[src/rtl/local_velocity_scheduler_pkg.sv]
// Shared types and constants for the local-velocity multiplier sequencer.
// Results are signed-magnitude Q(32,15).
package local_velocity_scheduler_pkg;

  typedef enum logic [2:0] {
    IDLE,
    CAPTURE,
    ISSUE,
    WAIT,
    STORE,
    DONE
  } state_t;

  localparam logic [1:0] IDX_VX = 2'd0;
  localparam logic [1:0] IDX_VY = 2'd1;
  localparam logic [1:0] IDX_WZ = 2'd2;

  localparam int FRACTIONAL_Q = 15;

  // r/4 for the linear terms, r/(4(lx+ly)) for the yaw term
  localparam logic [31:0] K_V_DEFAULT = 32'h0000_0129;
  localparam logic [31:0] K_W_DEFAULT = 32'h0000_0708;

endpackage

[src/rtl/local_velocity_scheduler_period_tick_gen.sv]
// Free-running sample-period counter; tick is high while the count sits at its last value.
// Enable low holds the count at 0, so re-enabling always starts a full period.
module period_tick_gen #(
  parameter int PERIOD_CYCLES = 50000
) (
  input  logic clk,
  input  logic rst_n,
  input  logic enable,
  output logic tick
);

  localparam int CW = (PERIOD_CYCLES > 1) ? $clog2(PERIOD_CYCLES) : 1;
  localparam logic [CW-1:0] LAST = CW'(PERIOD_CYCLES - 1);

  logic [CW-1:0] cnt;

  always_ff @(posedge clk or negedge rst_n) begin
    if (!rst_n) begin
      cnt <= '0;
    end else if (!enable || cnt == LAST) begin
      cnt <= '0;
    end else begin
      cnt <= cnt + CW'(1);
    end
  end

  assign tick = enable && (cnt == LAST);

endmodule

[src/rtl/local_velocity_scheduler.sv]
// Time-shares one serial multiplier over vx/vy/wz each period; Valid 3M+9 cycles after tick.
// Ticks arriving while busy are dropped (sticky Overrun). LOCAL_VELOCITY_SCHED_TIMEOUT_EN adds a WAIT watchdog.
module local_velocity_scheduler
  import local_velocity_scheduler_pkg::*;
#(
  parameter int DATAWIDTH_N   = 32,
  parameter int PERIOD_CYCLES = 50000,
`ifdef LOCAL_VELOCITY_SCHED_TIMEOUT_EN
  parameter int TIMEOUT_CYCLES = 255,
`endif
  parameter logic [DATAWIDTH_N-1:0] K_V = DATAWIDTH_N'(K_V_DEFAULT),
  parameter logic [DATAWIDTH_N-1:0] K_W = DATAWIDTH_N'(K_W_DEFAULT)
) (
  input  logic                   LOCAL_VELOCITY_SCHED_CLOCK_50,
  input  logic                   LOCAL_VELOCITY_SCHED_Reset_InLow,
  input  logic [DATAWIDTH_N-1:0] SUMX_InBus,
  input  logic [DATAWIDTH_N-1:0] SUMY_InBus,
  input  logic [DATAWIDTH_N-1:0] SUMZ_InBus,
  input  logic                   Enable_InHigh,
  output logic [DATAWIDTH_N-1:0] MultA_OutBus,
  output logic [DATAWIDTH_N-1:0] MultB_OutBus,
  output logic                   MultStart_Out,
  input  logic [DATAWIDTH_N-1:0] MultResult_InBus,
  input  logic                   MultComplete_InHigh,
  output logic [DATAWIDTH_N-1:0] VX_OutBus,
  output logic [DATAWIDTH_N-1:0] VY_OutBus,
  output logic [DATAWIDTH_N-1:0] WZ_OutBus,
  output logic                   Valid_OutHigh,
  output logic                   Busy_OutHigh,
  output logic                   Overrun_OutHigh,
  output logic                   Timeout_OutHigh
);

  state_t                   state;
  logic [1:0]               k;
  logic                     tick;
  logic                     complete_d;
  logic [DATAWIDTH_N-1:0]   snap   [3];
  logic [DATAWIDTH_N-1:0]   shadow [3];

  wire complete_rise = MultComplete_InHigh && !complete_d;

`ifdef LOCAL_VELOCITY_SCHED_TIMEOUT_EN
  localparam int WW = $clog2(TIMEOUT_CYCLES + 1);
  localparam logic [WW-1:0] WD_LAST = WW'(TIMEOUT_CYCLES - 1);
  logic [WW-1:0] wd;
`else
  assign Timeout_OutHigh = 1'b0;
`endif

  period_tick_gen #(
    .PERIOD_CYCLES (PERIOD_CYCLES)
  ) u_tick (
    .clk    (LOCAL_VELOCITY_SCHED_CLOCK_50),
    .rst_n  (LOCAL_VELOCITY_SCHED_Reset_InLow),
    .enable (Enable_InHigh),
    .tick   (tick)
  );

  always_ff @(posedge LOCAL_VELOCITY_SCHED_CLOCK_50 or negedge LOCAL_VELOCITY_SCHED_Reset_InLow) begin
    if (!LOCAL_VELOCITY_SCHED_Reset_InLow) begin
      state           <= IDLE;
      k               <= IDX_VX;
      complete_d      <= 1'b0;
      MultA_OutBus    <= '0;
      MultB_OutBus    <= '0;
      MultStart_Out   <= 1'b0;
      VX_OutBus       <= '0;
      VY_OutBus       <= '0;
      WZ_OutBus       <= '0;
      Valid_OutHigh   <= 1'b0;
      Busy_OutHigh    <= 1'b0;
      Overrun_OutHigh <= 1'b0;
      for (int i = 0; i < 3; i++) begin
        snap[i]   <= '0;
        shadow[i] <= '0;
      end
`ifdef LOCAL_VELOCITY_SCHED_TIMEOUT_EN
      wd              <= '0;
      Timeout_OutHigh <= 1'b0;
`endif
    end else begin
      MultStart_Out <= 1'b0;
      Valid_OutHigh <= 1'b0;
      complete_d    <= MultComplete_InHigh;
      if (tick && state != IDLE) Overrun_OutHigh <= 1'b1;

      case (state)
        IDLE: begin
          // Busy stays up through the Valid cycle and drops here unless a new period starts.
          Busy_OutHigh <= tick;
          if (tick) state <= CAPTURE;
        end
        CAPTURE: begin
          snap[IDX_VX]  <= SUMX_InBus;
          snap[IDX_VY]  <= SUMY_InBus;
          snap[IDX_WZ]  <= SUMZ_InBus;
          k             <= IDX_VX;
          MultA_OutBus  <= SUMX_InBus;
          MultB_OutBus  <= K_V;
          MultStart_Out <= 1'b1;
          state         <= ISSUE;
        end
        ISSUE: begin
          state <= WAIT;
`ifdef LOCAL_VELOCITY_SCHED_TIMEOUT_EN
          wd    <= '0;
`endif
        end
        WAIT: begin
          // Only a fresh edge counts; a level held over from the last product is stale.
          if (complete_rise) state <= STORE;
`ifdef LOCAL_VELOCITY_SCHED_TIMEOUT_EN
          else if (wd == WD_LAST) begin
            Timeout_OutHigh <= 1'b1;
            Busy_OutHigh    <= 1'b0;
            state           <= IDLE;
          end else begin
            wd <= wd + WW'(1);
          end
`endif
        end
        STORE: begin
          shadow[k] <= MultResult_InBus;
          if (k == IDX_WZ) begin
            state <= DONE;
          end else begin
            k             <= k + 2'd1;
            MultA_OutBus  <= snap[k + 2'd1];
            MultB_OutBus  <= (k + 2'd1 == IDX_WZ) ? K_W : K_V;
            MultStart_Out <= 1'b1;
            state         <= ISSUE;
          end
        end
        DONE: begin
          VX_OutBus     <= shadow[IDX_VX];
          VY_OutBus     <= shadow[IDX_VY];
          WZ_OutBus     <= shadow[IDX_WZ];
          Valid_OutHigh <= 1'b1;
          state         <= IDLE;
        end
        default: state <= IDLE;
      endcase
    end
  end

endmodule

[config.mk]
export PLATFORM = sky130hd
export DESIGN_NAME = local_velocity_scheduler
export DESIGN_NICKNAME = d
export VERILOG_FILES = /design/src/rtl/local_velocity_scheduler_pkg.sv /design/src/rtl/local_velocity_scheduler_period_tick_gen.sv /design/src/rtl/local_velocity_scheduler.sv
export SDC_FILE = /design/constraint.sdc
export NUM_CORES = 1
export LEC_CHECK = 0
export CAP_MARGIN = 20
export CORE_UTILIZATION = 51
export DETAILED_ROUTE_END_ITERATION = 7
export GPL_TIMING_DRIVEN = 1
export PLACE_DENSITY_LB_ADDON = 0.2
export SYNTH_ARGS = -nofsm -noshare
export SYNTH_HDL_FRONTEND = slang
export SYNTH_SLANG_ARGS = --single-unit
export TNS_END_PERCENT = 20
[constraint.sdc]
create_clock -name LOCAL_VELOCITY_SCHED_CLOCK_50 -period 2.79 [get_ports LOCAL_VELOCITY_SCHED_CLOCK_50]
set_input_delay 0.558 -clock LOCAL_VELOCITY_SCHED_CLOCK_50 [delete_from_list [all_inputs] [get_ports LOCAL_VELOCITY_SCHED_CLOCK_50]]
set_output_delay 0.558 -clock LOCAL_VELOCITY_SCHED_CLOCK_50 [all_outputs]
set_load 0.005 [all_outputs]
==> metrics.yaml, run 1 <==
floorplanning:
  rows: 60
  coreArea_sq_um: 27180
  io_pins: 297
  die_height_microns: 169.0
  die_x_microns: 169.0
  start_util_pct: 52.33
  die_area_sq_um: 28560
layout:
  post_route_cells_drive_above_1_share_pct: 31.80
  fin_util_pct: 67.97
  nNetsFinal: 1394
  area.growth.synth_to_final_pct: 29.88
timing:
  tightest_slew_ps: 727.2
  slew_headroom_pct: 51.45
  rsz0062_at_grt: "false"
  fin_crit_sh_pct: 81.82
  period_minus_slack_ps: 2283
  finalSetupTns_ps: 0
  hold_violations: 0
  finalSetupViolCount: 0
  clock_skew_ps: 9.360
  max_freq_ghz: 0.4381
  slew_viol_final: 0
clock_network:
  post_cts_buffers: 0
  numCtsBuffers: 38
  clock_path_buffers: 3
  clkSinkCount: 349
  cts_resized: 0
  htreeDepth: 2
  cts_root_buffer: "clkbuf_16"
  insertion_delay_ps: 510
  cts_tree: "built"
  clk_pin_slew_ps: 60
  ctsHoldBuffers: 0
yosys:
  yosysSeqAreaShare_pct: 61.41
  synthMuxAreaShare_pct: 25.34
  yosysWarningCount: 0
  yosysUniqueCellTypes: 38
  synth_cells: 989
  synth_top_family_by_area: "multiplexers"
  syn-cell-area_sq_um: 14220
  synth_top_area_share_pct: 61.41
  synthTopCellsByArea: "dfrtp_1 (61%), mux2_2 (25%), o21ai_0 (2.1%), a221oi_1 (2.0%), buf_4 (2.0%)"
  synthTopCellsByCount: "dfrtp_1 (349), mux2_2 (316), o21ai_0 (59), nand2_1 (43), buf_4 (37)"
  synthSimpleGateAreaFrac_pct: 3.176
  yosysMostFrequentCell: "dfrtp_1"
  synth_top_cell_by_area: "dfrtp_1"
  synth_seq_cells: 349
  synth_xor_area_share_pct: 0.8621
  async_flop_share_pct: 100.0
  avgSynthCellArea_sq_um: 14.38
  synth-adder-area-share_pct: 0.3519
  synth_edf_count: 0
  synth_compound_area_share_pct: 4.830
  synth_ff_type: "dfrtp_1"
run:
  drv_cap: 0
route:
  via_count: 8878
  drtPass1Iterations: 7
  drtIter0Drc: 458
  wl_per_cell_microns: 19.09
  drtAntennaViolNets: 0
  drc: 0
  viasPerCell: 5.358
  wl_mm: 31.62
pwr:
  power_density_nw_per_um2: 845.2
  ir_drop_mv: 0.5352
  leakagePower_nw: 8.387
worst_setup_path:
  cp-end-kind: "flop"
  path_class: "reg2reg"
  crit_required_ps: 3180
  crit_fanout: 34
  cp-start-kind: "flop"
  cp.arrival_ps: 2670
  r2r-start: "state[2]$_DFFE_PN0P_"
  cp-startpoint: "state[2]$_DFFE_PN0P_"
placement:
  gp_congestion: 0.7991
  portBuffers: 269
  hpwl_mm: 20.63
run_status:
  status: "finished, final reports clean"
global_route:
  grt_max_degree: 98
  grt.total_usage_pct: 22.68
  grt_pass1_vias: 9186
  overflow: 0
  grt_pass1_wl_mm: 50.64
  antenna_found_initial: 1
hold_path:
  hold_class: "in2async"
-- path summary, 6_finish.rpt --
path | endpoint | slack [ps] | cells after the start
max | shadow[53]$_DFFE_PN0P_ | 510 | 5
min | shadow[27]$_DFFE_PN0P_ | 40 | 1
max reg2reg | shadow[53]$_DFFE_PN0P_ | 510 | 5
min reg2reg | Overrun_OutHigh$_DFFE_PN0P_ | 470 | 1
max in group asynchronous | shadow[5]$_DFFE_PN0P_ | 1910 | 2
min in group LOCAL_VELOCITY_SCHED_CLOCK_50 | Overrun_OutHigh$_DFFE_PN0P_ | 470 | 1
-- cells in the final DEF, fill, tap and decap left out, drive strengths merged, types with 9 or more instances in the layout --
| master | n |
|---|---|
| inv | 11 |
| buf | 23 |
| nor2 | 21 |
| dfrtp | 349 |
| nand3 | 9 |
| clkbuf | 55 |
| a221oi | 32 |
| conb | 27 |
| clkdlybuf4s50 | 268 |
| xnor2 | 12 |
| o21ai | 68 |
| nand2 | 43 |
| mux2 | 320 |
-- sequential cells by signal, summed over array words and instances, names as in the netlist --
signal / flops
WZ_OutBus: 32
VX_OutBus: 32
MultStart_Out: 1
k: 2
complete_d: 1
MultA_OutBus: 32
Overrun_OutHigh: 1
shadow: 96
Busy_OutHigh: 1
u_tick.cnt: 16
Valid_OutHigh: 1
snap: 96
MultB_OutBus: 3
VY_OutBus: 32
state: 3
-- worst max-delay path: stages (launching register included) --
cell and delay, ps:
dfrtp_1 560, nor3b_4 400, buf_4 330, and2_2 210, buf_12 250, mux2_2 380
-- per-layer routing --
metal / global-route usage, % / vias to the layer above / wire [microns]
met3: 5.167 / 47 / 1939
li1: - / 4001 / -
met2: 35.97 / 255 / 15000
met5: 0 / - / 0
met1: 31.41 / 4575 / 14010
met4: 6.620 / 0 / 673
-- report_power, final --
part / switching (mW) / total (mW) / internal (mW) / leakage, nW
Clock: 1.90 / 4.69 / 2.79 / 0.590
Sequential: 0.671 / 6.96 / 6.29 / 4.58
Combinational: 1.72 / 3.96 / 2.24 / 3.22
-- final cells by class --
class / count / area (sq um)
diodes: 2 / 5.005
clock buffers: 55 / 1126
clock inverters: 10 / 56.30
fillers: 1990 / 8705
inverters: 10 / 37.54
multi-input cells: 568 / 5047
flip-flops and latches: 349 / 8733
well taps: 372 / 465.4
repair buffers: 291 / 3000
-- per-stage QoR --
stage | instances | setup WS (ps) | instance area, sq um | power, mW | hold slack (ps)
4_1_cts | 1655 | 517.3 | 18470 | 15.78 | 49.44
6_report | 1657 | 507.3 | 18470 | 15.61 | 42.51
2_1_floorplan | 1015 | 259.5 | 14320 | 9.414 | 262.4
3_5_place_dp | 1590 | 517.1 | 17280 | 11.01 | 457.3
3_3_place_gp | 1590 | 615.3 | 17280 | 10.86 | 457.8
5_1_grt | 1656 | 417.8 | 18470 | 16.40 | 77.13
-- kinds of logic after synthesis --
logic type / count (synthesis)
adders and majority gates: 4
DFF: 349
buffers and inverters: 98
other: 1
xor gates and xnor gates: 14
and+or+nand+nor: 96
AOI/OAI and AO/OA: 107
muxes: 320
Note: power is estimated with default switching activity, not from simulation.
==> inputs of run 2 (changes only) <==
Settings changed: CORE_UTILIZATION 51 to 46.
Clock period 2.79 ns to 2.1 ns, I/O delays scaled along.
==> metrics.yaml, run 2 (same netlist as run 1, synthesis figures left out) <==
global_route:
  antenna_found_initial: 3
  grt_pass1_vias: 8891
  gr-usage-met1_pct: 27.12
  grtUsageMet3_pct: 4.756
  grt.total_usage_pct: 20.29
  grt_util_met2_pct: 33.12
  overflow: 0
  grt-busiest-layer: "met2"
  grt_max_degree: 98
  grt_pass1_wl_mm: 49.98
layout:
  top_regs: "shadow: 96 flops, snap: 96 flops"
  final_cell_mix: "dfrtp_1 (349), mux2_2 (316), clkdlybuf4s50_1 (268), o21ai_0 (59), nand2_1 (43)"
  post_route_cells_drive_above_1_share_pct: 32.38
  fillCellCount: 2449
  multiInputGateArea_sq_um: 5047
  final_common_cell: "dfrtp_1"
  fin_util_pct: 61.14
  regArea_sq_um: 8733
  nNetsFinal: 1402
  area.growth.synth_to_final_pct: 31.16
worst_setup_path:
  slowest_delay_ps: 370
  r2r-start: "k[1]$_DFFE_PN0P_"
  cp-startpoint: "k[1]$_DFFE_PN0P_"
  slowest_stage: "mux2_2"
  worstPathCellList: "inv_1 -> ha_1 -> buf_12 -> mux2_2 -> a221oi_1 -> o21ai_0"
  crit_required_ps: 2480
  crit_fanout: 33
  cp.arrival_ps: 2310
  path_class: "reg2reg"
  cp-end-kind: "flop"
  cp-start-kind: "flop"
timing:
  fin_hold_ws_ps: 392.5
  hold_violations: 0
  clock_skew_ps: 12.22
  max_freq_ghz: 0.5168
  slew_headroom_pct: 57.76
  tightest_slew_ps: 633.6
  fin_crit_sh_pct: 92.15
  setup_ws_ps: 164.9
  rsz0062_at_grt: "false"
  slew_viol_final: 0
  finalSetupViolCount: 0
  period_minus_slack_ps: 1935
clock_network:
  clkSinkCount: 349
  post_cts_buffers: 0
  clock_path_buffers: 3
  cts_root_buffer: "clkbuf_16"
  htreeDepth: 2
  clk_pin_slew_ps: 60
  cts_tree: "built"
  numCtsBuffers: 37
  insertion_delay_ps: 510
floorplanning:
  die_area_sq_um: 31630
  die_height_microns: 177.8
  coreArea_sq_um: 30510
  rows: 64
  io_pins: 297
  start_util_pct: 46.62
  die_x_microns: 177.8
route:
  drc: 0
  via_count: 8790
  wl_per_cell_microns: 18.73
  viasPerCell: 5.192
  drtPass1Iterations: 4
  drtIter0Drc: 441
  wl_mm: 31.72
  drtAntennaViolNets: 0
pwr:
  ir_drop_mv: 0.6842
  power_density_nw_per_um2: 1128
  leakagePower_nw: 8.456
placement:
  dp_slack_ps: 157.9
  portBuffers: 269
  hpwl_mm: 20.68
  gp_congestion: 0.7882
hold_path:
  hold_class: "in2reg"
  hp-start: "MultComplete_InHigh"
run:
  drv_cap: 0
run_status:
  status: "finished, final reports clean"
==> run 2: metrics by stage <==
step	setup TNS (ps)	cell area (sq um)	instances	total power, mW
4_1_cts	0	18650	1690	21.25
2_1_floorplan	-661.1	14340	1015	12.53
6_report	0	18650	1693	21.04
3_3_place_gp	0	17420	1622	14.60
5_1_grt	0	18650	1692	22.13
3_5_place_dp	0	17420	1622	14.74
==> run 2: per-layer routing <==
layer,part of all wire (%),up-vias,wire length [microns]
met4,2.2,0,702
met1,44,4468,13940
met3,6.1,46,1939
li1,-,4026,-
met2,48,250,15130
met5,0,-,0
==> run 2: timing repair <==
action                    CTS  global route
hold endpoints to repair   41             0
hold buffers                1             0
gates resized for setup     0             0
==> run 2: report_power, final <==
group | total (mW) | internal [mW] | switching [mW]
Clock | 6.39 | 3.77 | 2.62
Combinational | 5.36 | 3.08 | 2.28
Sequential | 9.29 | 8.36 | 0.927
Total | 21.0 | 15.2 | 5.83
==> run 2: area by class of cell <==
type	instances	share of cell area, %
Multi-Input combinational cell	568	27.06
Antenna cell	3	0.04024
Timing Repair Buffer	300	16.73
Clock inverter	17	0.8988
Clock buffer	50	5.601
Tap cell	396	2.656
Sequential cell	349	46.82
Inverter	10	0.2012
==> run 2: final timing paths <==
kind                                                 to  slack (ps)  cells past startpoint
min in group asynchronous     VY_OutBus[28]$_DFFE_PN0P_         440                      2
min reg2reg                MultA_OutBus[26]$_DFFE_PN0P_         480                      2
max reg2reg                MultA_OutBus[24]$_DFFE_PN0P_         160                      6
max in group asynchronous       Valid_OutHigh$_DFF_PN0_         950                      4
min                                complete_d$_DFF_PN0_         390                      1
max                        MultA_OutBus[24]$_DFFE_PN0P_         160                      6
==> run 2: worst max-delay path, delay by kind of cell, from the launching register on <==
kind | cells | cell delay [ps]
flip-flops | 1 | 360
buffers and inverters | 2 | 320
adder cells (fa/ha/maj) | 1 | 340
AO/OA/AOI/OAI | 2 | 400
multiplexers | 1 | 370
